File: src/rtl/ysyx_22051013_lsu_pkg.sv
// ysyx_22051013_lsu_pkg
// Shared definitions for the load/store unit:
//   - mem_ctl access codes (same encoding the decoder emits)
//   - controller FSM state encoding
//   - access-size type and helpers (store/load/signedness/size decode)
package ysyx_22051013_lsu_pkg;

    localparam logic [3:0] MC_NONE = 4'b0000;
    localparam logic [3:0] MC_SB   = 4'b0001;
    localparam logic [3:0] MC_SH   = 4'b0010;
    localparam logic [3:0] MC_SW   = 4'b0100;
    localparam logic [3:0] MC_SD   = 4'b0101;
    localparam logic [3:0] MC_LB   = 4'b1001;
    localparam logic [3:0] MC_LH   = 4'b1010;
    localparam logic [3:0] MC_LW   = 4'b1011;
    localparam logic [3:0] MC_LD   = 4'b1100;
    localparam logic [3:0] MC_LBU  = 4'b1101;
    localparam logic [3:0] MC_LHU  = 4'b1110;
    localparam logic [3:0] MC_LWU  = 4'b1111;

    typedef enum logic [1:0] {
        ST_IDLE = 2'd0,
        ST_REQ  = 2'd1,
        ST_WAIT = 2'd2,
        ST_RESP = 2'd3
    } lsu_state_t;

    typedef enum logic [1:0] {
        SZ_B = 2'd0,
        SZ_H = 2'd1,
        SZ_W = 2'd2,
        SZ_D = 2'd3
    } acc_size_t;

    function automatic logic is_store(input logic [3:0] c);
        return (c == MC_SB) || (c == MC_SH) || (c == MC_SW) || (c == MC_SD);
    endfunction

    function automatic logic is_load(input logic [3:0] c);
        return (c == MC_LB) || (c == MC_LH) || (c == MC_LW) || (c == MC_LD) ||
               (c == MC_LBU) || (c == MC_LHU) || (c == MC_LWU);
    endfunction

    // Unlisted codes (e.g. 0011, 1000) fall out as "none".
    function automatic logic is_access(input logic [3:0] c);
        return is_store(c) || is_load(c);
    endfunction

    function automatic logic is_signed_load(input logic [3:0] c);
        return (c == MC_LB) || (c == MC_LH) || (c == MC_LW) || (c == MC_LD);
    endfunction

    function automatic acc_size_t acc_size(input logic [3:0] c);
        acc_size_t s;
        case (c)
            MC_SH, MC_LH, MC_LHU: s = SZ_H;
            MC_SW, MC_LW, MC_LWU: s = SZ_W;
            MC_SD, MC_LD:         s = SZ_D;
            default:              s = SZ_B;
        endcase
        return s;
    endfunction

    // Low address bits that must be zero for a naturally aligned access.
    function automatic logic [2:0] size_mask(input acc_size_t s);
        logic [2:0] m;
        case (s)
            SZ_H:    m = 3'b001;
            SZ_W:    m = 3'b011;
            SZ_D:    m = 3'b111;
            default: m = 3'b000;
        endcase
        return m;
    endfunction

endpackage

File: src/rtl/ysyx_22051013_lsu_align.sv
// ysyx_22051013_lsu_align
// Combinational lane logic for the LSU. Store path: byte mask and data
// shifted into the 8-byte memory word. Load path: extract the addressed
// lanes from the memory word and sign/zero extend.
// The lane offset is always forced to the access's natural alignment; when
// the misalign checker is on, misaligned accesses never get here anyway.
// Ports:
//   mem_ctl     in  4   access code
//   off         in  3   byte offset within the 8-byte word (addr[2:0])
//   wdata       in  64  right-aligned store data
//   dmem_rdata  in  64  raw memory word
//   wmask       out 8   store byte mask (0 for loads / none)
//   wdata_lane  out 64  store data shifted to its lanes
//   rdata_ext   out 64  extended load result (0 for non-loads)
module ysyx_22051013_lsu_align
    import ysyx_22051013_lsu_pkg::*;
(
    input  logic [3:0]  mem_ctl,
    input  logic [2:0]  off,
    input  logic [63:0] wdata,
    input  logic [63:0] dmem_rdata,
    output logic [7:0]  wmask,
    output logic [63:0] wdata_lane,
    output logic [63:0] rdata_ext
);

    acc_size_t   sz;
    logic [2:0]  off_eff;
    logic [5:0]  bit_sh;
    logic [63:0] rd_sh;
    logic        sgn;

    assign sz         = acc_size(mem_ctl);
    assign off_eff    = off & ~size_mask(sz);
    assign bit_sh     = {off_eff, 3'b000};
    assign wdata_lane = wdata << bit_sh;
    assign rd_sh      = dmem_rdata >> bit_sh;
    assign sgn        = is_signed_load(mem_ctl);

    always_comb begin
        wmask = 8'h00;
        if (is_store(mem_ctl)) begin
            case (sz)
                SZ_B:    wmask = 8'h01 << off_eff;
                SZ_H:    wmask = 8'h03 << off_eff;
                SZ_W:    wmask = 8'h0F << off_eff;
                default: wmask = 8'hFF;
            endcase
        end
    end

    always_comb begin
        rdata_ext = 64'd0;
        if (is_load(mem_ctl)) begin
            case (sz)
                SZ_B:    rdata_ext = {{56{sgn & rd_sh[7]}},  rd_sh[7:0]};
                SZ_H:    rdata_ext = {{48{sgn & rd_sh[15]}}, rd_sh[15:0]};
                SZ_W:    rdata_ext = {{32{sgn & rd_sh[31]}}, rd_sh[31:0]};
                default: rdata_ext = rd_sh;
            endcase
        end
    end

endmodule

File: src/rtl/ysyx_22051013_lsu_ctrl.sv
// ysyx_22051013_lsu_ctrl
// Load/store controller between EXU and the data-memory port. Accepts one
// access at a time, issues a valid/ready request, waits for the response
// (which also acknowledges stores) and returns a one-cycle completion pulse
// with the extended load data.
// Build option: YSYX_22051013_MISALIGN_CHK_EN -- when defined, accesses not
// aligned to their size complete immediately with misalign=1 and no memory
// traffic; otherwise misalign is 0 and the offset is forced aligned.
// Ports:
//   clk, rst (async, active high)
//   req_valid/req_ready, mem_ctl, addr, wdata      : request from EXU
//   resp_valid, rdata, misalign                    : completion to WB
//   dmem_req_valid/dmem_req_ready, dmem_we,
//   dmem_addr, dmem_wdata, dmem_wmask              : memory request
//   dmem_rsp_valid, dmem_rdata                     : memory response
//
// state   | meaning
// IDLE    | ready for a new access
// REQ     | memory request presented, waiting for dmem_req_ready
// WAIT    | request accepted, waiting for dmem_rsp_valid
// RESP    | one-cycle completion pulse to write-back
module ysyx_22051013_lsu_ctrl
    import ysyx_22051013_lsu_pkg::*;
#(
    parameter int AW = 64
) (
    input  logic          clk,
    input  logic          rst,
    input  logic          req_valid,
    output logic          req_ready,
    input  logic [3:0]    mem_ctl,
    input  logic [AW-1:0] addr,
    input  logic [63:0]   wdata,
    output logic          resp_valid,
    output logic [63:0]   rdata,
    output logic          misalign,
    output logic          dmem_req_valid,
    input  logic          dmem_req_ready,
    output logic          dmem_we,
    output logic [AW-1:0] dmem_addr,
    output logic [63:0]   dmem_wdata,
    output logic [7:0]    dmem_wmask,
    input  logic          dmem_rsp_valid,
    input  logic [63:0]   dmem_rdata
);

    lsu_state_t    state;
    logic [3:0]    ctl_q;
    logic [AW-1:0] addr_q;
    logic [63:0]   wdata_q;
    logic [63:0]   rdata_ext;
    logic          mis_in;

`ifdef YSYX_22051013_MISALIGN_CHK_EN
    assign mis_in = is_access(mem_ctl) &&
                    ((addr[2:0] & size_mask(acc_size(mem_ctl))) != 3'b000);
`else
    assign mis_in = 1'b0;
`endif

    // Payload comes straight from the captured request, so it stays stable
    // for the whole REQ phase regardless of what EXU drives meanwhile.
    ysyx_22051013_lsu_align u_align (
        .mem_ctl    (ctl_q),
        .off        (addr_q[2:0]),
        .wdata      (wdata_q),
        .dmem_rdata (dmem_rdata),
        .wmask      (dmem_wmask),
        .wdata_lane (dmem_wdata),
        .rdata_ext  (rdata_ext)
    );

    assign dmem_addr = {addr_q[AW-1:3], 3'b000};
    assign dmem_we   = is_store(ctl_q);

    always_ff @(posedge clk or posedge rst) begin
        if (rst) begin
            state          <= ST_IDLE;
            ctl_q          <= MC_NONE;
            addr_q         <= '0;
            wdata_q        <= '0;
            req_ready      <= 1'b1;
            resp_valid     <= 1'b0;
            rdata          <= '0;
            misalign       <= 1'b0;
            dmem_req_valid <= 1'b0;
        end else begin
            case (state)
                ST_IDLE: begin
                    if (req_valid) begin
                        req_ready <= 1'b0;
                        // None and misaligned accesses keep ctl_q at none so
                        // the payload shows no store mask while idle.
                        if (!is_access(mem_ctl) || mis_in) begin
                            ctl_q      <= MC_NONE;
                            addr_q     <= addr;
                            wdata_q    <= wdata;
                            state      <= ST_RESP;
                            resp_valid <= 1'b1;
                            rdata      <= '0;
                            misalign   <= mis_in;
                        end else begin
                            ctl_q          <= mem_ctl;
                            addr_q         <= addr;
                            wdata_q        <= wdata;
                            state          <= ST_REQ;
                            dmem_req_valid <= 1'b1;
                        end
                    end
                end
                ST_REQ: begin
                    if (dmem_req_ready) begin
                        dmem_req_valid <= 1'b0;
                        state          <= ST_WAIT;
                    end
                end
                ST_WAIT: begin
                    if (dmem_rsp_valid) begin
                        rdata      <= rdata_ext;
                        misalign   <= 1'b0;
                        resp_valid <= 1'b1;
                        state      <= ST_RESP;
                    end
                end
                ST_RESP: begin
                    resp_valid <= 1'b0;
                    req_ready  <= 1'b1;
                    state      <= ST_IDLE;
                end
                default: begin
                    state <= ST_IDLE;
                end
            endcase
        end
    end

endmodule
File: config.mk
export PLATFORM = sky130hd
export DESIGN_NAME = ysyx_22051013_lsu_ctrl
export DESIGN_NICKNAME = d
export VERILOG_FILES = /design/src/rtl/ysyx_22051013_lsu_pkg.sv /design/src/rtl/ysyx_22051013_lsu_align.sv /design/src/rtl/ysyx_22051013_lsu_ctrl.sv
export SDC_FILE = /design/constraint.sdc
export NUM_CORES = 1
export LEC_CHECK = 0
export CORE_MARGIN = 2
export CORE_UTILIZATION = 42
export DETAILED_ROUTE_END_ITERATION = 12
export GPL_TIMING_DRIVEN = 0
export PLACE_DENSITY = 0.77
export SLEW_MARGIN = 5
export SYNTH_ARGS = -nofsm -noshare
export SYNTH_HDL_FRONTEND = slang
export SYNTH_HIERARCHICAL = 1
export SYNTH_SLANG_ARGS = --single-unit
File: constraint.sdc
create_clock -name clk -period 7.6 [get_ports clk]
set_input_delay 2.28 -clock clk [delete_from_list [all_inputs] [get_ports clk]]
set_output_delay 2.28 -clock clk [all_outputs]
set_load 0.1 [all_outputs]
==> reports/qor.csv <==
metric,value,unit
antenna_found_initial,4,
max-slew-margin-rel,0.223,
cts-htree-levels,1,
root_buffer,clkbuf_16,
dieArea,30500,sq um
fin_util,0.617,
nets,2149,
grt_usage,0.328,
drt_wl_total,51500,um
min_period_over_period,0.985,
cap_violations,0,
numCtsBuffers,24,
fin_crit,7.48,ns
clk_path_buf_depth,3,
overflow,0,
holdCritPathClass,reg -> reg,
synth_xor_area_frac,0.00143,
cts_sinks,201,
setup_violations,0,
final_cell_mix,"552 x nand2_1, 344 x clkdlybuf4s50_1, 200 x dfrtp_1",
hp-start,addr_q[51],
synth_cell_type_count,52,
end_kind,output port,
fin_ws,0.115,ns
rows,62,
crit_required,5.32,ns
cp.arrival,5.20,ns
crit_fanout,10,
die-height,175,um
fp.dieW,175,um
async_flop_share,1.00,
synthAdderAreaFrac,0.0153,
ant_nets,0,
seq_area,5030,sq um
via_per_inst,5.50,
clk_pin_slew,0.06,ns
hold_end,addr_q[51],
grt_pass1_wl,76400,um
insertion_delay,0.54,ns
synth-compound-area-share,0.161,
hpwlAfterDp,40500,um
r2r_start,ctl_q[1],
post-place-ws,0.407,ns
synthSimpleGateAreaFrac,0.228,
slew_viol_final,0,
yosysSeqAreaShare,0.411,
tightest_slew,1.15,ns
holdPathStages,2,
core_area,28700,sq um
area_growth,44.5,%
hold_viol_final,0,
ys_warn_count,6,
multi_input_area,6130,sq um
synthMuxAreaShare,0.0929,
drt-pass1-iter-count,5,
via_count,12866,
n_fill_cell,2525,
tns,0,ns
synth_edf_count,0,
syn-instance-count,1498,
first_iter_violations,1163,
avgSynthCellArea,8.17,sq um
drc,0,
ys_dominant_reg_cell,dfrtp_1,
layout_commonest_cell,nand2_1,
port_buffers,401,
syn-cell-area,12200,sq um
grt_max_degree,41,
fin_worst_skew,0.00955,ns
status,"finished, final reports clean",
rr_worst_depth,15,
crit_type,reg -> out,
synth_top_family_by_area,simple AND/OR/NAND/NOR gates,
pin_count,406,
ys_ff_latch,201,
max_freq,134,MHz
post_drt_wl_per_cell,22.0,um
layout-drive-gt1-share,0.0948,
r2r_slack,3.30,ns
reg2reg_to,rdata[13],
cp-start-kind,flop,
cts_tree,done,
grt_pass1_vias,12780,
routabilityCongestion,0.979,
start_util,0.427,
==> worst max-delay path: stages, from the launching register on <==
cell and delay (ns):
dfrtp_1 0.42, inv_1 0.10, ha_1 0.28, nand2_1 0.05
o211ai_1 0.10, o21ai_0 0.21, ha_1 0.26, buf_2 0.17
or3b_1 0.37, buf_2 0.18, buf_2 0.24, buf_2 0.28
clkbuf_1 0.36, o21ai_0 0.28, nand3_1 0.10, a21oi_1 0.37
dlygate4sd2_1 0.91
==> area by class of cell <==
cell class                 count  share of cell area
multi-input combinational   1110               0.346
sequential                   201               0.284
timing repair buffer         406               0.232
buffer                       178              0.0604
clock buffer                  35              0.0397
tap                          384              0.0272
clock inverter                 9             0.00735
inverter                      12             0.00276
antenna                        4            0.000566
==> Yosys cell counts, types with 5 or more instances <==
library cell / n / area [sq um]
nand2_1: 552 / 2070
dfrtp_1: 200 / 5000
a21oi_1: 112 / 561
mux2i_1: 102 / 1020
buf_4: 66 / 495
a22o_1: 63 / 552
clkbuf_1: 58 / 218
nor2_1: 58 / 218
a22oi_1: 29 / 218
nand3_1: 23 / 115
buf_1: 19 / 71.3
buf_2: 19 / 95.1
and2_1: 18 / 113
and3_1: 17 / 106
o211ai_1: 17 / 128
buf_6: 16 / 180
ha_1: 15 / 188
o21ai_0: 13 / 65.1
inv_1: 12 / 45.0
nor3_1: 12 / 60.1
a2bb2oi_1: 9 / 78.8
a211o_1: 8 / 70.1
a31o_2: 7 / 61.3
o2bb2ai_1: 7 / 61.3
nand2b_1: 5 / 31.3
==> routing by layer <==
layer  global-route usage  wire length [um]  up-vias
met1                0.390             19400     6077
met4                0.153              2710        0
met5                    0                 0        -
li1                     -                 -     5860
met2                0.562             24500      780
met3               0.0753              4890      149
==> timing repair <==
| item | in CTS | in global routing |
|---|---|---|
| setup buffers | 0 | 0 |
| hold buffers | 0 | 0 |
| endpoints found under the setup margin | 25 | 54 |
| gates resized for setup | 25 | 78 |
==> stage by stage <==
stage | instance area (sq um) | std cells | hold WS (ns)
6_report | 17700 | 2339 | 0.475
5_1_grt | 17700 | 2338 | 0.491
4_1_cts | 17700 | 2335 | 0.478
3_5_place_dp | 16900 | 2291 | 0.464
3_3_place_gp | 16800 | 2286 | 0.459
2_1_floorplan | 12300 | 1501 | 0.445
==> cells by family after synthesis <==
kind of cell,Yosys count
fa+ha+maj,15
other cells,1
flops,201
xor+xnor,2
compound gates,285
simple gates,696
mux,108
buf+inv,190
==> sequential cells by signal, indices dropped and copies added, names as in the netlist <==
signal          flops
rdata              64
req_ready           1
addr_q             64
wdata_q            64
state               2
ctl_q               4
dmem_req_valid      1
resp_valid          1
==> how the worst max path moves through the flow <==
stage / from / end / slack (ns) / cells after the start
after floorplan: ctl_q[1] / dmem_wdata[45] / 0.56 / 13
after global placement: ctl_q[1] / dmem_wdata[46] / 0.45 / 16
after detailed placement: ctl_q[1] / dmem_wdata[31] / 0.41 / 13
after CTS: ctl_q[1] / dmem_wdata[53] / 0.009 / 14
after global routing: ctl_q[3] / dmem_wdata[48] / -0.003 / 14
final: ctl_q[1] / dmem_wmask[4] / 0.12 / 16
Power is left out: the tool's default activity adds up to more than one toggle a clock period on the data nets, which glitch-free logic cannot reach.
